## src/rtl/dual_fetch_buffer_pkg.sv

```systemverilog
// Shared types and constants for the dual-issue fetch buffer.
// Entry layout, pipe register masks and the ID counter helper.
package dual_fetch_buffer_pkg;

  localparam int ADDR_WIDTH           = 16;
  localparam int INST_WIDTH           = 32;
  localparam int INSTRUCTION_ID_WIDTH = 4;
  localparam int NUM_PIPE_MASKS       = 5;
  localparam int FETCH_BUFFER_DEPTH   = 8;

  localparam logic [NUM_PIPE_MASKS-1:0] PIPE_REG_PC     = 5'b00001;
  localparam logic [NUM_PIPE_MASKS-1:0] PIPE_REG_IF_ID  = 5'b00010;
  localparam logic [NUM_PIPE_MASKS-1:0] PIPE_REG_ID_EX  = 5'b00100;
  localparam logic [NUM_PIPE_MASKS-1:0] PIPE_REG_EX_MEM = 5'b01000;
  localparam logic [NUM_PIPE_MASKS-1:0] PIPE_REG_MEM_WB = 5'b10000;

  localparam logic [INST_WIDTH-1:0] NOP_INSTRUCTION = '0;

  typedef logic [ADDR_WIDTH-1:0]           addr_t;
  typedef logic [INST_WIDTH-1:0]           inst_t;
  typedef logic [INSTRUCTION_ID_WIDTH-1:0] id_t;
  typedef logic [NUM_PIPE_MASKS-1:0]       mask_t;

  typedef struct packed {
    inst_t inst;
    addr_t pc;
    id_t   id;
  } fb_entry_t;

  // ID 0 marks a NOP, so the counter steps over it on wrap.
  function automatic id_t id_inc(id_t x);
    id_t n;
    n = x + id_t'(1);
    return (n == '0) ? id_t'(1) : n;
  endfunction

endpackage

```

## src/rtl/dual_fetch_buffer_if.sv

```systemverilog
// Fetch buffer bus: instruction memory side, hazard masks,
// branch redirect and the two issue slots.
interface dual_fetch_buffer_if #(
    parameter int PTR_BITS = 3
);
  import dual_fetch_buffer_pkg::*;

  addr_t             imem_addr;
  inst_t             imem_instruction0;
  inst_t             imem_instruction1;
  mask_t             stall0;
  mask_t             stall1;
  mask_t             flush0;
  mask_t             flush1;
  logic              branch_taken;
  addr_t             branch_target;
  inst_t             instruction0_out;
  inst_t             instruction1_out;
  addr_t             pc0_out;
  addr_t             pc1_out;
  id_t               id0_out;
  id_t               id1_out;
  logic              first;
  logic [PTR_BITS:0] count;

  modport master (
    output imem_addr,
    input  imem_instruction0, imem_instruction1,
    input  stall0, stall1, flush0, flush1,
    input  branch_taken, branch_target,
    output instruction0_out, instruction1_out,
    output pc0_out, pc1_out, id0_out, id1_out,
    output first, count
  );

  modport slave (
    input  imem_addr,
    output imem_instruction0, imem_instruction1,
    output stall0, stall1, flush0, flush1,
    output branch_taken, branch_target,
    input  instruction0_out, instruction1_out,
    input  pc0_out, pc1_out, id0_out, id1_out,
    input  first, count
  );

endinterface

```

## src/rtl/dual_fetch_buffer_entry_ram.sv

```systemverilog
// Two-write / two-read entry array for the fetch buffer.
// Data is not reset; validity is tracked by the pointers.
module fetch_entry_ram
  import dual_fetch_buffer_pkg::*;
#(
    parameter int DEPTH    = 8,
    parameter int PTR_BITS = 3
) (
    input  logic                clk,
    input  logic                we,
    input  logic [PTR_BITS-1:0] waddr,
    input  fb_entry_t           wdata0,
    input  fb_entry_t           wdata1,
    input  logic [PTR_BITS-1:0] raddr0,
    input  logic [PTR_BITS-1:0] raddr1,
    output fb_entry_t           rdata0,
    output fb_entry_t           rdata1
);

  fb_entry_t mem [DEPTH];
  logic [PTR_BITS-1:0] waddr1;

  assign waddr1 = waddr + 1'b1;

  always_ff @(posedge clk) begin
    if (we) begin
      mem[waddr]  <= wdata0;
      mem[waddr1] <= wdata1;
    end
  end

  assign rdata0 = mem[raddr0];
  assign rdata1 = mem[raddr1];

endmodule

```

## src/rtl/dual_fetch_buffer.sv

```systemverilog
// Dual-issue fetch front end: owns the fetch PC, tags pairs
// with PC/ID and queues them for the two issue slots.
module dual_fetch_buffer
  import dual_fetch_buffer_pkg::*;
#(
    parameter int DEPTH    = FETCH_BUFFER_DEPTH,
    parameter int PTR_BITS = 3
) (
    input logic                clk,
    input logic                reset,
    dual_fetch_buffer_if.master bus
);

  typedef logic [PTR_BITS:0] ptr_t;

  addr_t     fetch_pc;
  ptr_t      head;
  ptr_t      tail;
  id_t       next_id;
  id_t       id_b;
  ptr_t      cnt;
  ptr_t      deq;
  ptr_t      occ_after;
  logic [1:0] deq_req;
  logic      ld0;
  logic      ld1;
  logic      enq;
  fb_entry_t wdata0;
  fb_entry_t wdata1;
  fb_entry_t e_head;
  fb_entry_t e_next;
  fb_entry_t v_head;
  fb_entry_t v_next;
  fb_entry_t slot0;
  fb_entry_t slot1;

  assign cnt = tail - head;
  assign ld0 = |(bus.stall0 & PIPE_REG_IF_ID);
  assign ld1 = |(bus.stall1 & PIPE_REG_IF_ID);

  always_comb begin
    deq_req = 2'd2;
    unique case (1'b1)
      ld0 && ld1: deq_req = 2'd0;
      ld0 ^ ld1:  deq_req = 2'd1;
      default:    deq_req = 2'd2;
    endcase
  end

  assign deq = (cnt < ptr_t'(deq_req)) ? cnt : ptr_t'(deq_req);
  assign occ_after = cnt - deq;
  // Enqueue only when both new entries fit after this cycle's dequeue.
  assign enq = !bus.branch_taken &&
               (occ_after <= ptr_t'(DEPTH - 2));

  assign id_b   = id_inc(next_id);
  assign wdata0 = '{inst: bus.imem_instruction0,
                    pc: fetch_pc, id: next_id};
  assign wdata1 = '{inst: bus.imem_instruction1,
                    pc: fetch_pc + addr_t'(1), id: id_b};

  always_ff @(posedge clk) begin
    if (reset) begin
      fetch_pc <= '0;
      head     <= '0;
      tail     <= '0;
      next_id  <= id_t'(1);
    end else if (bus.branch_taken) begin
      head     <= tail;
      fetch_pc <= bus.branch_target;
    end else begin
      head <= head + deq;
      if (enq) begin
        tail     <= tail + ptr_t'(2);
        fetch_pc <= fetch_pc + addr_t'(2);
        next_id  <= id_inc(id_b);
      end
    end
  end

  fetch_entry_ram #(
    .DEPTH    (DEPTH),
    .PTR_BITS (PTR_BITS)
  ) u_ram (
    .clk    (clk),
    .we     (enq && !reset),
    .waddr  (tail[PTR_BITS-1:0]),
    .wdata0 (wdata0),
    .wdata1 (wdata1),
    .raddr0 (head[PTR_BITS-1:0]),
    .raddr1 (head[PTR_BITS-1:0] + 1'b1),
    .rdata0 (e_head),
    .rdata1 (e_next)
  );

  assign v_head = (cnt != '0) ? e_head : '0;
  assign v_next = (cnt >= ptr_t'(2)) ? e_next : '0;
  // Entries sit in slot = index parity, so a split stall leaves
  // the younger instruction in place and just flips first.
  assign slot0 = head[0] ? v_next : v_head;
  assign slot1 = head[0] ? v_head : v_next;

  assign bus.imem_addr        = fetch_pc;
  assign bus.instruction0_out = slot0.inst;
  assign bus.instruction1_out = slot1.inst;
  assign bus.pc0_out          = slot0.pc;
  assign bus.pc1_out          = slot1.pc;
  assign bus.id0_out          = slot0.id;
  assign bus.id1_out          = slot1.id;
  assign bus.first            = ~head[0];
  assign bus.count            = cnt;

endmodule

```

## src/flat_wrapper.sv

```systemverilog
// flat-port wrapper written by rule: the top's interface ports become plain ports
module dual_fetch_buffer_flat import dual_fetch_buffer_pkg::*;
#(
    parameter int DEPTH    = FETCH_BUFFER_DEPTH,
    parameter int PTR_BITS = 3
)
  (clk, reset, bus_imem_addr, bus_imem_instruction0, bus_imem_instruction1, bus_stall0, bus_stall1, bus_flush0, bus_flush1, bus_branch_taken, bus_branch_target, bus_instruction0_out, bus_instruction1_out, bus_pc0_out, bus_pc1_out, bus_id0_out, bus_id1_out, bus_first, bus_count);
  dual_fetch_buffer_if #(.PTR_BITS(PTR_BITS)) bus_i ();
  input logic clk;
  input logic reset;
  output wire logic [$bits(bus_i.imem_addr)-1:0] bus_imem_addr;
  input wire logic [$bits(bus_i.imem_instruction0)-1:0] bus_imem_instruction0;
  input wire logic [$bits(bus_i.imem_instruction1)-1:0] bus_imem_instruction1;
  input wire logic [$bits(bus_i.stall0)-1:0] bus_stall0;
  input wire logic [$bits(bus_i.stall1)-1:0] bus_stall1;
  input wire logic [$bits(bus_i.flush0)-1:0] bus_flush0;
  input wire logic [$bits(bus_i.flush1)-1:0] bus_flush1;
  input wire logic [$bits(bus_i.branch_taken)-1:0] bus_branch_taken;
  input wire logic [$bits(bus_i.branch_target)-1:0] bus_branch_target;
  output wire logic [$bits(bus_i.instruction0_out)-1:0] bus_instruction0_out;
  output wire logic [$bits(bus_i.instruction1_out)-1:0] bus_instruction1_out;
  output wire logic [$bits(bus_i.pc0_out)-1:0] bus_pc0_out;
  output wire logic [$bits(bus_i.pc1_out)-1:0] bus_pc1_out;
  output wire logic [$bits(bus_i.id0_out)-1:0] bus_id0_out;
  output wire logic [$bits(bus_i.id1_out)-1:0] bus_id1_out;
  output wire logic [$bits(bus_i.first)-1:0] bus_first;
  output wire logic [$bits(bus_i.count)-1:0] bus_count;
  assign bus_imem_addr = bus_i.imem_addr;
  assign bus_i.imem_instruction0 = bus_imem_instruction0;
  assign bus_i.imem_instruction1 = bus_imem_instruction1;
  assign bus_i.stall0 = bus_stall0;
  assign bus_i.stall1 = bus_stall1;
  assign bus_i.flush0 = bus_flush0;
  assign bus_i.flush1 = bus_flush1;
  assign bus_i.branch_taken = bus_branch_taken;
  assign bus_i.branch_target = bus_branch_target;
  assign bus_instruction0_out = bus_i.instruction0_out;
  assign bus_instruction1_out = bus_i.instruction1_out;
  assign bus_pc0_out = bus_i.pc0_out;
  assign bus_pc1_out = bus_i.pc1_out;
  assign bus_id0_out = bus_i.id0_out;
  assign bus_id1_out = bus_i.id1_out;
  assign bus_first = bus_i.first;
  assign bus_count = bus_i.count;
  dual_fetch_buffer #(.DEPTH(DEPTH), .PTR_BITS(PTR_BITS)) u_core (.clk(clk), .reset(reset), .bus(bus_i));
endmodule
```

## config.mk

```make
export PLATFORM = sky130hd
export DESIGN_NAME = dual_fetch_buffer_flat
export DESIGN_NICKNAME = d
export VERILOG_FILES = /design/src/rtl/dual_fetch_buffer_pkg.sv /design/src/rtl/dual_fetch_buffer_if.sv /design/src/rtl/dual_fetch_buffer_entry_ram.sv /design/src/rtl/dual_fetch_buffer.sv /design/src/flat_wrapper.sv
export SDC_FILE = /design/constraint.sdc
export NUM_CORES = 1
export LEC_CHECK = 0
export BUFFER_PORTS_ARGS = -buffer_cell sky130_fd_sc_hd__clkbuf_2
export CAP_MARGIN = 20
export CORE_MARGIN = 10
export CORE_UTILIZATION = 54
export DETAILED_ROUTE_END_ITERATION = 10
export PLACE_DENSITY = 0.78
export SYNTH_ARGS = -nofsm -noshare
export SYNTH_HDL_FRONTEND = slang
export SYNTH_SLANG_ARGS = --single-unit
```

## constraint.sdc

```tcl
create_clock -name clk -period 6.6 [get_ports clk]
set_input_delay 0.66 -clock clk [delete_from_list [all_inputs] [get_ports clk]]
set_output_delay 0.66 -clock clk [all_outputs]
set_load 0.02 [all_outputs]
```

==> results.ini <==
[setup_path]
crit_arrival_ns = 5.61
max_stage_delay_ns = 0.57
worst-setup-path-type = flop to flop
worst-path-buf-inv = 4
cp_cell_sequence = inv_1 > fa_1 > inv_1 > ha_1 > a21oi_1 > o211ai_1 > o21ai_0 > ha_1 > inv_1 > fa_1 > and3b_1 > mux2_2 > nor2_1 > and3_4 > buf_4
critPathLaunchType = flop
end_kind = flop
path_max_fanout = 34
worst_path_dominant_cell_family = adder cells
critPathRequiredTime_ns = 6.78
slowest_stage = fa_1
cp_common_cell = inv_1

[sta]
clock.fmax_mhz = 184
worstMarginPinSlew_ns = 1.20
timing.hold.ws_ns = 0.327
timing.final.crit_share = 0.823
finalHoldViolations = 0
rsz0062_at_grt = false
setup_violations = 0
relSlewSlack = 0.199
setup-tns-final_ns = 0
final.setup.worst_slack_ns = 1.17
min_period_ns = 5.43
skew_ns = 0.0211
slew_violations = 0

[clocking]
cts-root-buf = clkbuf_16
clkTransAtPathRegs_ns = 0.06
cts_max_level = 2
cts_tree = built
insertion_delay_ns = 0.56
cts_buffers = 45
hold_buffers = 0
cts.repair.resized = 0
clockBufferDepth = 3
cts_setup_buffers = 0
cts_sinks = 443

[logic_synthesis]
synth_edf_count = 416
syn_inst = 1528
ys.flop_type = edfxtp_1
synth_warnings = 0
yosys.area.top_type_share = 0.555
syn_avg_cell_area_um2 = 14.7
syn-num-nets = 1655
yosysTopAreaCell = edfxtp_1
synthArstFlopShare = 0
ys_seq_area_frac = 0.579
synthTopCellsByArea = edfxtp_1, mux4_2, nand2_1
ys_seq_elements = 443
synth_area_um2 = 22500
ys_types = 53

[route]
drtIter0Drc = 1141
wl_mm = 55.3
drc_errors = 0
first_pass_iters = 7
vias = 14500
wl_per_cell_um = 24.3
viasPerCell = 6.37
final_antenna_net_count = 0

[layout]
regArea_um2 = 13000
final.fill_count = 2930
layout_commonest_cell = nand2_1
finalNetCount = 1830
final_cells = 2278
final_layout_size_suffix_gt1_frac = 0.303
layout_common_cells = nand2_1, edfxtp_1, clkbuf_2, mux4_2, mux2i_1
multi_input_area_um2 = 9050
syn2layout_area_growth_pct = 14.1

[pwr]
power.density_nw_per_um2 = 570
p_leak_nw = 9.42
ir_drop_uv = 538

[grt]
grt_remaining_overflow = 0
grt.total_usage = 0.220
antenna_found_initial = 11
first_global_vias = 15100
grt_first_pass_wirelength_mm = 86.3
grt_max_degree = 160

[floorplan]
start_util = 0.549
row_count = 74
fp.dieArea_um2 = 50200
pin_count = 228
core_um2 = 41000
die_w_um = 224
fp.dieH_um = 224

[place]
post-place-ws_ns = 1.26
gp_congestion = 0.870
dp.cells = 2188
dpl.hpwl_mm = 33.9
port_buffers = 209

[min_path]
min_path_type = input pin to flop

[run]
cap_violations = 0

[status]
status = finished clean

==> layout make-up <==
type                       count  share of cell area
tap                          532              0.0259
clock inverter                26              0.0108
antenna                        6            0.000585
inverter                      22             0.00332
sequential                   443               0.508
multi-input combinational    959               0.352
timing repair buffer         232              0.0509
clock buffer                  58              0.0478
==> synth_stat cells (all sizes together), types with 2 or more instances <==
library cell	count
xor2	10
inv	22
o2111ai	3
and3b	2
a21oi	12
nor4bb	2
xnor3	2
nor2	32
xnor2	16
dfxtp	27
nor4	2
o41ai	3
o31ai	7
mux4	208
or3	5
o21ai	12
nor2b	2
o211ai	5
edfxtp	416
a311oi	13
or2	2
mux2	2
clkbuf	72
or4	6
a31oi	3
and3	7
nand2	434
fa	3
nor3	3
nand2b	2
a21o	2
nand3	10
mux2i	107
buf	32
and4	3
nand4	7
ha	21
==> where the power goes <==
group,switching [mW],total [mW],internal (mW)
Sequential,0.294,3.99,3.69
Clock,1.05,2.57,1.52
Combinational,5.10,8.08,2.99
==> path summary, 6_finish.rpt <==
kind / start / to / slack (ns) / cells after the start
worst max-delay path: u_core.tail[1]$_SDFFE_PP0P_ / u_core.u_ram.mem[3][43]$_DFFE_PP_ / 1.17 / 15
worst min-delay path: bus_imem_instruction1[29] / u_core.u_ram.mem[3][49]$_DFFE_PP_ / 0.33 / 1
worst max register to register: u_core.tail[1]$_SDFFE_PP0P_ / u_core.u_ram.mem[3][43]$_DFFE_PP_ / 1.17 / 15
worst min register to register: u_core.tail[3]$_SDFFE_PP0P_ / u_core.head[3]$_SDFF_PP0_ / 0.53 / 2
==> logic make-up (layout without fill, tap and decap cells) <==
family,count (synthesis),count (layout),share of synthesized area
XOR/XNOR,28,28,0.0121
buffers and inverters,126,338,0.0214
flip-flops,443,443,0.579
other,1,7,0.000167
AO/OA/AOI/OAI,68,68,0.0216
multiplexers,317,317,0.257
AND/OR/NAND/NOR,521,521,0.0942
adder cells (fa/ha/maj),24,24,0.0143
==> per-stage QoR <==
step,power (mW),area (um2),util
floorplan,9.62,22500,-
global placement,11.9,24100,0.589
detailed placement,12.1,24100,0.589
CTS,14.7,25600,0.625
global route,15.5,25700,0.626
finish,14.6,25700,0.626
==> metal layers <==
layer / vias up / track usage / wire length (um)
li1: 6261 / - / -
met1: 7442 / 0.275 / 20900
met2: 708 / 0.369 / 27700
met3: 100 / 0.0546 / 5160
met4: 8 / 0.0781 / 1410
met5: - / 0 / 53
==> state kept, by name, indices dropped and copies added, names as in the netlist <==
signal and count:
u_core.tail 3, u_core.next_id 4, u_core.u_ram.mem 416, u_core.bus.imem_addr 16, u_core.head 4
Note: power is estimated with default switching activity, not from simulation.
